**src/rtl/seq_counter_param.sv**
```systemverilog
// seq_counter_param: stepped index 0..seq_len (up/down, wrapping) mapped to binary/Gray/table/one-hot code.
// Latency: q, idx and wrap are registered and update on the same clk edge as the step.
// No backpressure: en steps once per edge, load overrides en, table writes are independent.
// Optional feature macro SEQ_COUNTER_ONESHOT_EN adds oneshot/done (hold at terminal index instead of wrap).

module seq_counter_param #(
    parameter int WIDTH = 4,
    parameter int DEPTH = 16,
    localparam int IW   = $clog2(DEPTH)
) (
    input  logic             clk,
    input  logic             clear,
    input  logic             en,
    input  logic             dir,
    input  logic             load,
    input  logic [IW-1:0]    load_idx,
    input  logic [IW-1:0]    seq_len,
    input  logic [1:0]       mode,
    input  logic             tbl_we,
    input  logic [IW-1:0]    tbl_addr,
    input  logic [WIDTH-1:0] tbl_data,
    output logic [WIDTH-1:0] q,
    output logic [IW-1:0]    idx,
    output logic             wrap
`ifdef SEQ_COUNTER_ONESHOT_EN
    ,
    input  logic             oneshot,
    output logic             done
`endif
);

    localparam logic [1:0] MODE_BIN  = 2'b00;
    localparam logic [1:0] MODE_GRAY = 2'b01;
    localparam logic [1:0] MODE_TBL  = 2'b10;
    localparam logic [1:0] MODE_OH   = 2'b11;

    logic [IW-1:0]    r_idx;
    logic [WIDTH-1:0] r_q;
    logic             r_wrap;
    logic [WIDTH-1:0] r_tbl [DEPTH];

    logic [IW-1:0]    w_idx_nxt;
    logic             w_wrap_nxt;
    logic             w_wrap_step;   // this edge's step crosses the sequence boundary
    logic [IW-1:0]    w_wrap_tgt;    // where a wrapping step lands
    logic [WIDTH-1:0] w_tbl_rd;
    logic [WIDTH-1:0] w_q_nxt;

`ifdef SEQ_COUNTER_ONESHOT_EN
    logic             r_done;
    logic [IW-1:0]    w_term;        // terminal index a one-shot step parks on
`endif

    // Map an index to the output code; table entry is supplied by the caller.
    function automatic logic [WIDTH-1:0] f_map(
        input logic [IW-1:0]    n,
        input logic [1:0]       m,
        input logic [WIDTH-1:0] t
    );
        logic [WIDTH+IW-1:0] ext;
        logic [WIDTH-1:0]    bin;
        logic [WIDTH-1:0]    res;
        ext = {{WIDTH{1'b0}}, n};
        bin = ext[WIDTH-1:0];
        res = '0;
        case (m)
            MODE_BIN:  res = bin;
            MODE_GRAY: res = bin ^ (bin >> 1);
            MODE_TBL:  res = t;
            MODE_OH:   res = (int'(n) < WIDTH) ? (WIDTH'(1) << n) : '0;
            default:   res = '0;
        endcase
        return res;
    endfunction

    // Next index and wrap decision: load beats en beats hold.
    always_comb begin
        w_idx_nxt   = r_idx;
        w_wrap_nxt  = 1'b0;
        w_wrap_step = 1'b0;
        w_wrap_tgt  = '0;
`ifdef SEQ_COUNTER_ONESHOT_EN
        w_term      = dir ? seq_len : '0;
`endif
        if (load) begin
            w_idx_nxt = (load_idx > seq_len) ? seq_len : load_idx;
        end else if (en) begin
            if (dir) begin
                if (r_idx < seq_len) begin
                    w_idx_nxt = r_idx + IW'(1);
                end else begin
                    // at L, or beyond L after seq_len was lowered
                    w_wrap_step = 1'b1;
                    w_wrap_tgt  = '0;
                end
            end else begin
                if (r_idx == '0 || r_idx > seq_len) begin
                    w_wrap_step = 1'b1;
                    w_wrap_tgt  = seq_len;
                end else begin
                    w_idx_nxt = r_idx - IW'(1);
                end
            end
        end

        if (w_wrap_step) begin
`ifdef SEQ_COUNTER_ONESHOT_EN
            if (oneshot) begin
                w_idx_nxt = w_term;
            end else begin
                w_idx_nxt  = w_wrap_tgt;
                w_wrap_nxt = 1'b1;
            end
`else
            w_idx_nxt  = w_wrap_tgt;
            w_wrap_nxt = 1'b1;
`endif
        end
    end

    // Table read uses the pre-edge contents, giving read-before-write on a same-address write.
    always_comb begin
        w_tbl_rd = r_tbl[w_idx_nxt];
        w_q_nxt  = f_map(w_idx_nxt, mode, w_tbl_rd);
    end

    // Index, mapped code and wrap pulse registers.
    always_ff @(posedge clk or posedge clear) begin
        if (clear) begin
            r_idx  <= '0;
            r_q    <= '0;
            r_wrap <= 1'b0;
        end else begin
            r_idx  <= w_idx_nxt;
            r_q    <= w_q_nxt;
            r_wrap <= w_wrap_nxt;
        end
    end

    // Sequence table: identity contents out of reset, runtime writable.
    always_ff @(posedge clk or posedge clear) begin
        if (clear) begin
            for (int i = 0; i < DEPTH; i++) begin
                r_tbl[i] <= WIDTH'(i);
            end
        end else if (tbl_we) begin
            r_tbl[tbl_addr] <= tbl_data;
        end
    end

`ifdef SEQ_COUNTER_ONESHOT_EN
    // done latches on a suppressed wrap and is only released by load or clear.
    always_ff @(posedge clk or posedge clear) begin
        if (clear) begin
            r_done <= 1'b0;
        end else if (load) begin
            r_done <= 1'b0;
        end else if (w_wrap_step && oneshot) begin
            r_done <= 1'b1;
        end
    end

    assign done = r_done;
`endif

    assign q    = r_q;
    assign idx  = r_idx;
    assign wrap = r_wrap;

endmodule

```
**config.mk**
```make
export PLATFORM = sky130hd
export DESIGN_NAME = seq_counter_param
export DESIGN_NICKNAME = d
export VERILOG_FILES = /design/src/rtl/seq_counter_param.sv
export SDC_FILE = /design/constraint.sdc
export NUM_CORES = 1
export LEC_CHECK = 0
export ABC_AREA = 1
export CAP_MARGIN = 20
export CORE_MARGIN = 5
export CORE_UTILIZATION = 63
export DETAILED_ROUTE_END_ITERATION = 6
export PLACE_DENSITY = 0.86
export SLEW_MARGIN = 20
export SYNTH_ARGS = -nofsm -noshare
export SYNTH_HDL_FRONTEND = slang
export SYNTH_SLANG_ARGS = --single-unit
```
**constraint.sdc**
```tcl
create_clock -name clk -period 6.6 [get_ports clk]
set_input_delay 1.65 -clock clk [delete_from_list [all_inputs] [get_ports clk]]
set_output_delay 1.65 -clock clk [all_outputs]
set_load 0.02 [all_outputs]
```
; Word level (Yosys, flattened, before mapping)
; Index checks and enable logic that the tools add are counted.
[op_classes]
reduce_logical = 4
shifts = 1
div_mod_pow = 0
eq_ne = 3
muxes = 25
n_addsub = 2
n_mul = 0
n_bitwise = 3
n_lt_le_gt_ge = 7
[ops]
columns = operator, n
row1 = 64-bit bitwise mux, 1
row2 = 4-bit 2-to-1 mux, 15
row3 = 4-bit binary-select mux with 4-bit select, 1
row4 = 4-bit demux with 4-bit select, 1
row5 = 4-bit one-hot mux with 4 select lines, 1
row6 = 5-bit greater-or-equal comparator (second input constant), 2
row7 = 4-bit inverter with 5-bit output, 2
row8 = 4-bit greater-than comparator, 2
row9 = 1-bit 2-to-1 mux, 6
row10 = 5-bit by 1-bit less-than comparator with 1-bit output (second input constant), 1
row11 = 4-bit by 1-bit adder with 4-bit output (second input constant), 1
row12 = 2-bit == test (second input constant), 2
row13 = 4-bit zero test, 1
row14 = 4-bit by 3-bit less-than comparator with 1-bit output (second input constant), 1
row15 = 4-bit less-than comparator, 1
row16 = 1-bit by 4-bit << shifter with 4-bit output (first input constant), 1
row17 = 4-bit by 1-bit subtractor with 4-bit output (second input constant), 1
row18 = 4-bit by 3-bit bitwise XOR with 4-bit output, 1
row19 = 2-bit by 1-bit == test with 1-bit output (second input constant), 1
row20 = 2-bit zero test, 1
row21 = 1-bit logical AND, 1
row22 = 1-bit logical OR, 1
[totals]
latchBits = 0
ram_bits = 0
out_inout_bits = 9
in_bits = 24
word_cells = 64
register_bits = 73
romBits = 0
memories = 0

; Longest topological paths before layout
; Gate-level depths: netlist of run 1.
[depth]
ltp_word = 12
mapped_depth = 23
depth_no_buf = 22

; Worst setup path before layout of run 1
; No wires, ideal clock.
[synth_path]
path_type = input to register
startpoint = in seq_len[3]
endpoint = reg r_q[1] (netlist: q[1])
path_slack_ns = 2.822
t_required_ns = 6.523
arrival_time_ns = 3.701
n_path_buf = 0
path_stages = 18
setup_time_ns = 0.077
path_cell_list = inv_1 ha_1 a21oi_2 nand2_1 nand2_1 nand3_2 o22ai_1 nand3_1 nand2_1 o21ai_1 a21oi_2 ha_1 nand3_1 inv_1 nand2_1 nor2_1 nor2_1 a21oi_1
[synth_between]
elab_chain_cells = 12
elab_cells_between_ends = 29
classes_between = order compare: 4 / shift: 1 / mux: 21 / bitwise: 2 / reduce/logical: 1
[synth_lines]
columns = element, line_no
row1 = "start, declared", 17  ; input logic [IW-1:0] seq_len,
row2 = 4-bit greater-than comparator, 97  ; if (r_idx == '0 || r_idx > seq_len) begin
row3 = 1-bit logical OR, 97
row4 = 4-bit 2-to-1 mux or 1-bit 2-to-1 mux (tied branches), 97
row5 = 4-bit 2-to-1 mux or 1-bit 2-to-1 mux (tied branches), 88  ; if (dir) begin
row6 = 4-bit 2-to-1 mux or 1-bit 2-to-1 mux (tied branches), 87  ; end else if (en) begin
row7 = 4-bit 2-to-1 mux or 1-bit 2-to-1 mux (tied branches), 85  ; if (load) begin
row8 = 4-bit 2-to-1 mux (*), 106  ; if (w_wrap_step) begin
row9 = 4-bit inverter with 5-bit output (not written as such), 123  ; w_tbl_rd = r_tbl[w_idx_nxt];
row10 = 4-bit binary-select mux with 4-bit select, 123
row11 = 4-bit 2-to-1 mux (not written as such) (2 in a row), 123
row12 = 4-bit one-hot mux with 4 select lines (*), 66  ; case (m)
row13 = via w_q_nxt[1], 47  ; logic [WIDTH-1:0] w_q_nxt;
row14 = "end signal, assigned", 135  ; r_q <= w_q_nxt;
row15 = "end, declared", 38  ; logic [WIDTH-1:0] r_q;
; The timed path passes the listed nets; every way through them passes the cells marked *. The select of a mux whose other input is x is not followed.
; A chain may end at the register's enable or synchronous reset.

; Worst setup path after layout of run 1
[layout_path]
startpoint = in seq_len[1]
endpoint = reg r_q[3] (netlist: q[3])
; The elaborated chain is that of the path after synthesis.

==> flow_summary.json, run 1 <==
{
  "post-place-cells": 630,
  "insertion_delay_ns": 0.35,
  "status": "complete, no violations",
  "htreeDepth": 3,
  "fin_skew_ns": 0.005999,
  "grtUsageMet3": 0.06177,
  "setup_tns_ns": 0,
  "netlist_top_cells_area": "dfrtp_1, dfstp_2, nand2_1",
  "power.density_mw_per_mm2": 334.8,
  "max-cap-violations": 0,
  "post_cts.repair.setup_buffers": 0,
  "first_global_vias": 3628,
  "totalWireLength_mm": 10.40,
  "syn_inst": 536,
  "arrival_ns": 5.00,
  "slew_headroom": 0.4024,
  "netlist-cell-type-count": 29,
  "ctsHoldBuffers": 0,
  "period_minus_slack_ns": 4.768,
  "place.gp.congestion": 0.9659,
  "critPathKind": "primary input to register",
  "fin_crit_sh": 0.7224,
  "use_met2": 0.3860,
  "drt-initial-drc-count": 376,
  "cts_tree": "built",
  "top_usage_layer": "met2",
  "gr-total-overflow": 0,
  "drive_gt1_frac": 0.1160,
  "synth_area_per_cell_um2": 7.540,
  "wl_per_cell_um": 16.09,
  "antenna_found_initial": 0,
  "clockRootBuffer": "clkbuf_8",
  "drtAntennaViolNets": 0,
  "synthArstFlopShare": 1.000,
  "endpoint_kind": "register",
  "cp-start-kind": "primary input",
  "initial_core_util": 0.6438,
  "io_pins": 33,
  "report.final.hold_viol_count": 0,
  "antenna_cells": 0,
  "die_w_um": 90.09,
  "core_area_mm2": 0.006277,
  "ys_seq_area_frac": 0.4619,
  "synth_top_flop_cell": "dfrtp_1",
  "grt_util_met1": 0.3601,
  "yosysWarnings": 0,
  "fp.dieH_um": 90.09,
  "cts_resized": 0,
  "final-setup-viol-count": 0,
  "yosysTopAreaCell": "dfrtp_1",
  "vdd_drop_max_mv": 0.2393,
  "clock_sinks": 73,
  "total_leakage_power_nw": 2.148,
  "synth-edff-count": 0,
  "fin_hold_ws_ns": 0.4894,
  "finalMaxSlewViolations": 0,
  "num_rows": 29,
  "syn-num-nets": 572,
  "hold_class": "register to register",
  "cts_buffers": 9,
  "grt_max_degree": 74,
  "via_per_inst": 6.031,
  "via_count": 3896,
  "stdcell_count": 646,
  "critPathLaunch": "seq_len[1]",
  "numPortBuffers": 32,
  "synthesis.area_mm2": 0.004041,
  "min_from": "r_tbl[51]",
  "firstDrtPassIters": 6,
  "area_growth_pct": 13.78,
  "grt_pass1_wl_mm": 17.39,
  "required_ns": 6.84,
  "max_freq_mhz": 209.7,
  "ys_ff_latch": 73,
  "path_clk_slew_ns": 0.08,
  "r2r-start": "idx[3]",
  "route.detailed.drc": 0,
  "path_max_fanout": 39,
  "worstMarginPinSlew_ns": 0.8964,
  "dp_hpwl_mm": 7.103,
  "cts.path.max_buffers": 2,
  "final_nets": 600,
  "grt_usage": 0.2587,
  "dieArea_mm2": 0.008116,
  "synth_top_area_frac": 0.2539,
  "rsz0062_at_grt": "no"
}
[stage by stage]
| stage | setup slack, ns | area (um2) | power (mW) | utilization |
|---|---|---|---|---|
| after floorplan | 2.822 | 4041 | 0.9986 | - |
| after global placement | 1.716 | 4377 | 1.124 | 0.6972 |
| after detailed placement | 1.571 | 4377 | 1.140 | 0.6972 |
| after CTS | 1.917 | 4598 | 1.532 | 0.7325 |
| after global routing | 1.509 | 4598 | 1.631 | 0.7325 |
| final | 1.832 | 4598 | 1.540 | 0.7325 |
[flip-flops by register name, indices dropped and copies added (netlist names)]
name   count
idx        4
q          4
r_tbl     64
wrap       1
[path summary, 6_finish.rpt]
check | endpoint | slack, ns | cells after the start
worst max-delay path | q[3] | 1.83 | 20
worst min-delay path | r_tbl[51] | 0.49 | 2
worst max register to register | q[3] | 3.20 | 18
worst min register to register | r_tbl[51] | 0.49 | 2
max in group asynchronous | r_tbl[30] | 4.14 | 3
min in group asynchronous | r_tbl[50] | 1.88 | 3
[cell families (layout without fill, tap and decap cells)]
| logic type | after synthesis | in the layout | synth area share |
|---|---|---|---|
| buffers and inverters | 63 | 96 | 0.06563 |
| AND/OR/NAND/NOR | 299 | 299 | 0.3207 |
| adder cells (fa/ha/maj) | 12 | 12 | 0.03715 |
| AO/OA/AOI/OAI | 89 | 89 | 0.1146 |
| flip-flops | 73 | 73 | 0.4619 |
[power by group]
group / switching [mW] / internal [mW] / leakage [nW] / total [mW]
clock network: 0.169 / 0.224 / 0.107 / 0.394
logic: 0.320 / 0.183 / 1.20 / 0.503
registers: 0.0668 / 0.576 / 0.841 / 0.643
[routing by layer]
metal / wire (um) / vias up
met2: 4765 / 177
li1: - / 1825
met3: 808 / 31
met1: 4547 / 1863
met4: 274 / 0
met5: 0 / -
[cell type report]
type	instances	area [um2]
timing repair buffer	33	327.8
clock buffer	12	145.1
inverter	47	176.4
sequential	73	1867
multi-input combinational	400	1909
tap	77	96.34
clock inverter	4	76.32
fill	468	1679
[synthesized netlist by cell type (all sizes together) (2+ instances only)]
library cell	number
nor2	42
inv	47
dfrtp	41
clkbuf	6
dfstp	32
nand4	4
a21oi	25
nand2	159
o21ai	61
buf	10
ha	12
nand3	90
nor3	2
[critical path, stage by stage]
cell	delay [ns]
clkdlybuf4s50_1	0.48
inv_1	0.07
ha_1	0.30
nand2_1	0.06
nand2_1	0.07
nand2_2	0.06
nand2_1	0.06
nand2_1	0.07
nand2_1	0.08
nand2_2	0.06
inv_1	0.10
nand3_2	0.44
nand2_2	0.78
inv_2	0.20
nand2_1	0.12
nand3_1	0.08
nand4_1	0.10
nand2_1	0.06
nand3_1	0.09
nand3_1	0.07
[cells in the final DEF, fill, tap and decap left out, drive strengths merged]
cell	instances
a21oi	25
buf	1
bufinv	2
clkbuf	12
clkdlybuf4s50	32
clkinv	1
clkinvlp	1
dfrtp	41
dfstp	32
ha	12
inv	47
nand2	159
nand3	90
nand3b	1
nand4	4
nor2	42
nor3	2
o211ai	1
o21ai	61
o22ai	1
o31ai	1
or2	1
Note: power is estimated with default switching activity, not from simulation.
==> run 2: changes to the inputs <==
CORE_UTILIZATION = 53   (was 63)
PLACE_DENSITY = 0.77   (was 0.86)
clock period = 4.07 ns   (was 6.6 ns; I/O delays follow)
==> flow_summary.json, run 2 (synthesized netlist as in run 1, its figures left out) <==
{
  "path_clk_slew_ns": 0.08,
  "wl_met1_mm": 4.706,
  "via_count": 3760,
  "endpoint_kind": "register",
  "grt_pass1_wl_mm": 17.06,
  "fp.dieH_um": 97.32,
  "route.detailed.drc": 0,
  "ctsHoldBuffers": 0,
  "max-cap-violations": 0,
  "cts_buffers": 9,
  "clockRootBuffer": "clkbuf_8",
  "min_from": "r_tbl[4]",
  "post_cts.repair.setup_buffers": 0,
  "io_pins": 33,
  "top_register": "r_tbl",
  "worst_path_max_delay_cell": "clkdlybuf4s50_1",
  "power_mw": 2.446,
  "drtAntennaViolNets": 0,
  "initial_core_util": 0.5513,
  "htreeDepth": 3,
  "fin_crit_sh": 0.8941,
  "status": "complete, no violations",
  "firstDrtPassIters": 5,
  "r2r.worst_path.cells": 20,
  "fin_skew_ns": 0.009719,
  "cts_resized": 0,
  "totalWireLength_mm": 10.03,
  "grt_max_degree": 32,
  "dieArea_mm2": 0.009471,
  "critPathKind": "primary input to register",
  "grt_usage": 0.2192,
  "dr_wl_met2_mm": 4.456,
  "fin_hold_ws_ns": 0.4876,
  "met3_length_um": 702,
  "antenna_cells": 0,
  "worstMarginPinSlew_ns": 0.6322,
  "area_growth_pct": 15.73,
  "place.gp.congestion": 0.9541,
  "first_global_vias": 3496,
  "layout_commonest_cell": "nand2_1",
  "min_to": "r_tbl[4]",
  "path_max_fanout": 11,
  "report.final.hold_viol_count": 0,
  "r2r_slack_ns": 1.16,
  "insertion_delay_ns": 0.34,
  "finalMaxSlewViolations": 0,
  "largest_register_ffs": 64,
  "highest_layer": "met4",
  "dp_hpwl_mm": 7.401,
  "layout_common_cells": "nand2_1, nand3_1, o21ai_0",
  "max_freq_mhz": 274.8,
  "drive_gt1_frac": 0.1313,
  "vdd_drop_max_mv": 0.4258,
  "final_nets": 610,
  "cpPeakStageDelay_ns": 0.45,
  "wl_per_cell_um": 14.79,
  "cp-start-kind": "primary input",
  "core_area_mm2": 0.007331,
  "slew_headroom": 0.5781,
  "via_per_inst": 5.546,
  "final-setup-viol-count": 0,
  "arrival_ns": 3.86,
  "power.density_mw_per_mm2": 522.9,
  "total_leakage_power_nw": 2.177,
  "drt-initial-drc-count": 363,
  "gr-total-overflow": 0,
  "clock_sinks": 73,
  "r2r-start": "idx[0]",
  "r2r-end": "q[0]",
  "num_rows": 31,
  "cts_tree": "built",
  "setup_tns_ns": 0,
  "period_minus_slack_ns": 3.639,
  "die_w_um": 97.32,
  "rsz0062_at_grt": "no",
  "crit_top_cell": "nand2_1",
  "numPortBuffers": 32,
  "required_ns": 4.29,
  "antenna_found_initial": 0,
  "fill_cells": 649,
  "worstHoldPathCells": 2,
  "cp_cell_sequence": "clkdlybuf4s50_1, inv_1, ha_1, nand2_1, inv_2, nand2_2, nand2_1, nand2_1, nand3_2, nand3_2, inv_1, o21ai_0, nand2_1, inv_2, nor2_1, nand2_1, nand2_1, o21ai_1, nand3_1, a21oi_1",
  "hold_class": "register to register",
  "cts.path.max_buffers": 2
}
run 2: changes by cell type in the layout (fill, tap and decap cells not counted):
cell / before / now
buf_4: 1 / 11
clkinvlp_4: 1 / 3
bufinv_16: 2 / 1
clkinv_4: 1 / 0
run 2: how the worst max path moves through the flow:
| stage | from | endpoint | slack, ns |
|---|---|---|---|
| 2_1_floorplan | seq_len[3] | q[1] | 0.92 |
| 3_3_place_gp | seq_len[3] | q[0] | 0.21 |
| 3_5_place_dp | seq_len[3] | q[0] | 0.13 |
| 4_1_cts | seq_len[3] | q[0] | 0.47 |
| 5_1_grt | seq_len[1] | q[1] | 0.22 |
| 6_report | seq_len[3] | q[0] | 0.43 |
run 2: routing by layer:
metal,track usage,vias to the layer above
li1,-,1837
met2,0.3254,166
met4,0.05964,0
met5,0,-
met1,0.3266,1737
met3,0.04379,20
run 2: stage by stage:
step | instance area (um2) | setup WS [ns] | std cells | utilization
global placement | 4479 | 0.2144 | 662 | 0.6110
global route | 4677 | 0.2159 | 678 | 0.6380
CTS | 4677 | 0.4707 | 678 | 0.6380
detailed placement | 4479 | 0.1322 | 662 | 0.6110
finish | 4677 | 0.4311 | 678 | 0.6380
floorplan | 4041 | 0.9242 | 536 | -
run 2: power breakdown:
group	total, mW	internal (mW)	switching, mW
clock network	0.567	0.300	0.267
registers	1.04	0.934	0.103
logic	0.841	0.324	0.517
total	2.45	1.56	0.887
run 2: critical path, delay by kind of cell:
family                   cells  cell delay, ns
adder cells (fa/ha/maj)      1            0.32
AO/OA/AOI/OAI                3            0.23
buffers and inverters        5            0.90
AND/OR/NAND/NOR             11            1.38
run 2: layout make-up:
type	instances	area [um2]	area share
multi-input combinational	400	1909	0.4082
timing repair buffer	43	402.9	0.08614
sequential	73	1867	0.3991
inverter	47	176.4	0.03772
clock inverter	4	52.55	0.01124
clock buffer	12	145.1	0.03103
tap	99	123.9	0.02648
==> RTL change 1: new RTL, settings of run 1 <==
Add a define of `SEQ_COUNTER_ONESHOT_EN`.
--- a/src/rtl/seq_counter_param.sv
+++ b/src/rtl/seq_counter_param.sv
@@ -4,2 +4,4 @@
 // Optional feature macro SEQ_COUNTER_ONESHOT_EN adds oneshot/done (hold at terminal index instead of wrap).
+
+`define SEQ_COUNTER_ONESHOT_EN
 
Interface: changed (added done and oneshot); port bits go from 33 to 35. The function was not compared with the original's and may differ.
==> RTL change 1 against run 1 <==
  * Non-clock buffer count increased by 2
  * Synthesized area increased by 8.9%
  * Final area increased by 7.5%
  * Largest power group unchanged
  * Register-to-register slack improved by 0.23 ns
  * Global-route usage increased by 0.35 points
  * Power decreased by 0.73%
  * Fmax increased by 3.2%
  * Routed wire length increased by 4.3%
  * Setup slack improved by 0.15 ns
  * Sequential cell count increased by 1
  * Worst hold slack improved by 0.0050 ns
==> RTL change 1: results (changes against run 1) <==
Reg2Reg Depth=17 (-1); multi-input combinational area share=43.0% (+1.4 points); WL/cell=14.9 um (-7.7%); Seq/Total Area, Yosys=43.0% (-3.2 points); status=finished, final reports clean; met3 Usage GRT=5.23% (-0.95 points); proportion of cell area spent on the clock network=4.30% (-0.51 points); final core utilization=72.8% (-0.49 points); Worst-Margin Slew=0.888 ns (-0.00833 ns); Mean Syn Cell Area=7.30 sq um (-3.2%); ratio of cells with drive above 1 in the final layout=10.7% (-0.87 points); worst setup path start=seq_len[3]; first-pass GRT wire length=18000 um (+3.4%); signal buffers share of area=7.04% (-0.093 points); largest net degree at the start of global routing=75 (+1.4%); Post-Syn Nets=640 (+12%); top post-synthesis cells by area=dfrtp_1 24%, dfstp_2 19%, nand2_1 15%; fmax=217 MHz (+3.2%); vias in the first global route=3703 (+2.1%); Setup WS pre-CTS=1.76 ns (+0.193 ns); #MultiIn Comb=443 (+11%); met2 usage=40.3% (+1.7 points); All-Layer GR Usage=26.2% (+0.35 points); Finished Layout Cells=730 (+13%); post-DP HPWL=7840 um (+10%); Leakage=2.34 nW (+8.9%); Pre-antenna DRT Iters=5 (-1); Tapcell Cnt=96 (+25%); post-synthesis cell type count=32 (+10%); Final Skew=0.0109 ns (+0.00495 ns); critical path's slowest cell=clkdlybuf4s50_1; clock buf count=11 (-1); worst vdd ir=0.000207 V (-13%); Nets=666 (+11%); DP Area=4730 sq um (+8.1%); Post-Place Cells=714 (+13%); Filler cells=564 (+21%); met1 Usage GRT=36.9% (+0.86 points); WL met1=4650 um (+2.3%); commonest cells in the netlist=171 x nand2_1, 79 x nor2_1, 62 x inv_1; DR WL met2=5010 um (+5.1%); crit path DAT=4.85 ns (-0.15 ns); register area=1890 sq um (+1.3%); Port Buffers=34 (+6.3%); routability cong.=0.968 (+0.23%); Non-clk bufs=35 (+6.1%); Non-CTS inverters=66 (+40%); flop2flop setup slack=3.43 ns (+0.23 ns); top sig layer=met4; starting DRC count in detailed routing=342 (-9.0%); crit path max fanout=46 (+18%)
-- RTL change 1: changes by cell type after synthesis, moves of 3 or more --
cell      before  now
o21ai_0       55   48
nor2_1        41   79
o211ai_1       1    6
inv_1         42   62
a21oi_1       23   34
nand4_1        4   16
nand3_1       86   45
buf_4          2    5
nand2_1      155  171
o21ai_1        5   11
-- RTL change 1: logic make-up (layout without fill, tap and decap cells) --
| group | Yosys count | count (layout) | share of synthesized area, % |
|---|---|---|---|
| compound gates | 102 | 102 | 12.1 |
| flops | 74 | 74 | 43.0 |
| fa+ha+maj | 12 | 12 | 3.41 |
| simple gates | 329 | 329 | 32.7 |
| buf+inv | 86 | 117 | 8.76 |
-- RTL change 1: report_power, final --
group / total (mW) / switching [mW] / internal, mW
registers: 0.651 / 0.0664 / 0.585
clock network: 0.371 / 0.174 / 0.197
logic: 0.506 / 0.327 / 0.179
-- RTL change 1: worst min path at each step --
stage / from / endpoint / slack (ns) / depth (start not counted)
CTS: r_tbl[12]$_DFFE_PP0P_ / r_tbl[12]$_DFFE_PP0P_ / 0.49 / 2
detailed placement: r_tbl[12]$_DFFE_PP0P_ / r_tbl[12]$_DFFE_PP0P_ / 0.48 / 2
global route: r_tbl[63]$_DFFE_PP0P_ / r_tbl[63]$_DFFE_PP0P_ / 0.52 / 2
floorplan: r_tbl[57]$_DFFE_PP0P_ / r_tbl[57]$_DFFE_PP0P_ / 0.45 / 2
global placement: r_tbl[59]$_DFFE_PP0P_ / r_tbl[59]$_DFFE_PP0P_ / 0.47 / 2
finish: r_tbl[49]$_DFFE_PP1P_ / r_tbl[49]$_DFFE_PP1P_ / 0.49 / 2
==> RTL change 2: new RTL, config.mk and constraints of run 1 <==
Without the edit above. Take the reset off `r_q` and load it in a clocked block of its own.
--- a/src/rtl/seq_counter_param.sv
+++ b/src/rtl/seq_counter_param.sv
@@ -130,3 +130,2 @@
             r_idx  <= '0;
-            r_q    <= '0;
             r_wrap <= 1'b0;
@@ -134,5 +133,8 @@
             r_idx  <= w_idx_nxt;
-            r_q    <= w_q_nxt;
             r_wrap <= w_wrap_nxt;
         end
+    end
+
+    always_ff @(posedge clk) begin
+        r_q <= w_q_nxt;
     end
Function: changed (Yosys sat finds a counterexample within 4 cycles, from zero or initial values; the reset may be asserted at any time).
==> RTL change 2 against run 1 <==
  * Synthesized area grew 1.2%
  * Sequential cell count stayed put
  * Worst hold slack improved by 0.00084 ns
  * Largest power group unchanged
  * Setup slack worse by 0.035 ns
  * Critical path type unchanged
  * Routed wire length down 3.1%
  * Non-clock buffer count stayed put
  * Final area hardly changed
  * Highest routed layer unchanged
  * Power is 4.1% lower
  * Sequential share of layout area decreased by 0.46 points
==> RTL change 2: results (changes against run 1) <==
flop2flop setup slack=3.19 ns (about the same); All-Layer GR Usage=25.0% (-0.84 points); post-DP HPWL=7250 um (+2.0%); RR Endpoint=q[3]$_DFF_P_; first-pass GRT wire length=16800 um (-3.2%); Nets=617 (+2.8%); ratio of cells with drive above 1 in the final layout=11.8% (+0.18 points); P_comb=0.530 mW (+5.4%); commonest cells in the netlist=165 x nand2_1, 71 x nand3_1, 49 x inv_1; worst setup path start=seq_len[3]; asr flop ratio synth=94.5% (-5.5 points); crit path DAT=5.03 ns (+0.03 ns); final setup margin=1.80 ns (-0.0347 ns); Post-Syn Nets=588 (+2.8%); Post-synth EDFFs=0 (unchanged); crit path max fanout=40 (+2.6%); switching power=0.556 mW (about the same); Fin Hold WS=0.490 ns (+0.000844 ns); Worst Hold End=r_tbl[47]$_DFFE_PP0P_; Slowest Stage Delay on Critical Path=0.66 ns (-0.12 ns); Leakage=2.18 nW (+1.5%); Vias/cell=5.75 (-4.7%); post-synthesis cell type count=31 (+6.9%); worst vdd ir=0.000221 V (-7.7%); vias in the first global route=3558 (-1.9%); Final Skew=0.0105 ns (+0.00449 ns); routability cong.=0.956 (-1.1%); starting DRC count in detailed routing=373 (-0.80%); Resized cells post-CTS=0 (unchanged); largest net degree at the start of global routing=70 (-5.4%); status=finished, final reports clean; top post-synthesis cells by area=dfrtp_1 23%, dfstp_2 21%, nand2_1 15%; Clock group=0.302 mW (-23%); Seq/Total Area, Yosys=45.2% (-1.0 points)
-- RTL change 2: changes by cell type after synthesis, moves of 4 or more --
| cell | run 1 | this run |
|---|---|---|
| nand3_1 | 86 | 71 |
| a21oi_1 | 23 | 35 |
| o21ai_0 | 55 | 44 |
| nand2_1 | 155 | 165 |
| inv_1 | 42 | 49 |
| buf_2 | 5 | 9 |
| dfrtp_1 | 41 | 37 |
| dfxtp_1 | 0 | 4 |
-- RTL change 2: cell type report --
| cell class | count | area (sq um) | share of cell area (%) |
|---|---|---|---|
| Multi-Input combinational cell | 406 | 1950 | 42.3 |
| Sequential cell | 73 | 1850 | 40.1 |
| Timing Repair Buffer | 33 | 328 | 7.13 |
| Inverter | 58 | 218 | 4.73 |
| Clock buffer | 13 | 149 | 3.24 |
| Tap cell | 77 | 96.3 | 2.09 |
| Clock inverter | 3 | 17.5 | 0.381 |
-- RTL change 2: cells by family (layout without fill, tap and decap cells) --
logic type,Yosys count,after routing,synth area share (%)
and+or+nand+nor,303,303,32.0
buffers and inverters,73,107,7.25
adders and majority gates,12,12,3.67
AOI/OAI and AO/OA,91,91,11.9
DFF,73,73,45.2
-- RTL change 2: stage by stage --
step | power [mW] | cells
4_1_cts | 1.47 | 663
5_1_grt | 1.58 | 663
3_5_place_dp | 1.17 | 647
2_1_floorplan | 1.02 | 552
6_report | 1.48 | 663
3_3_place_gp | 1.15 | 647
-- RTL change 2: per-layer routing --
layer  track usage, %  routed length, um  share of wire (%)
met5                0                  0                  0
met4             8.19                179                1.8
met3             4.75                738                7.3
met2             40.0               4700                 47
met1             34.2               4460                 44
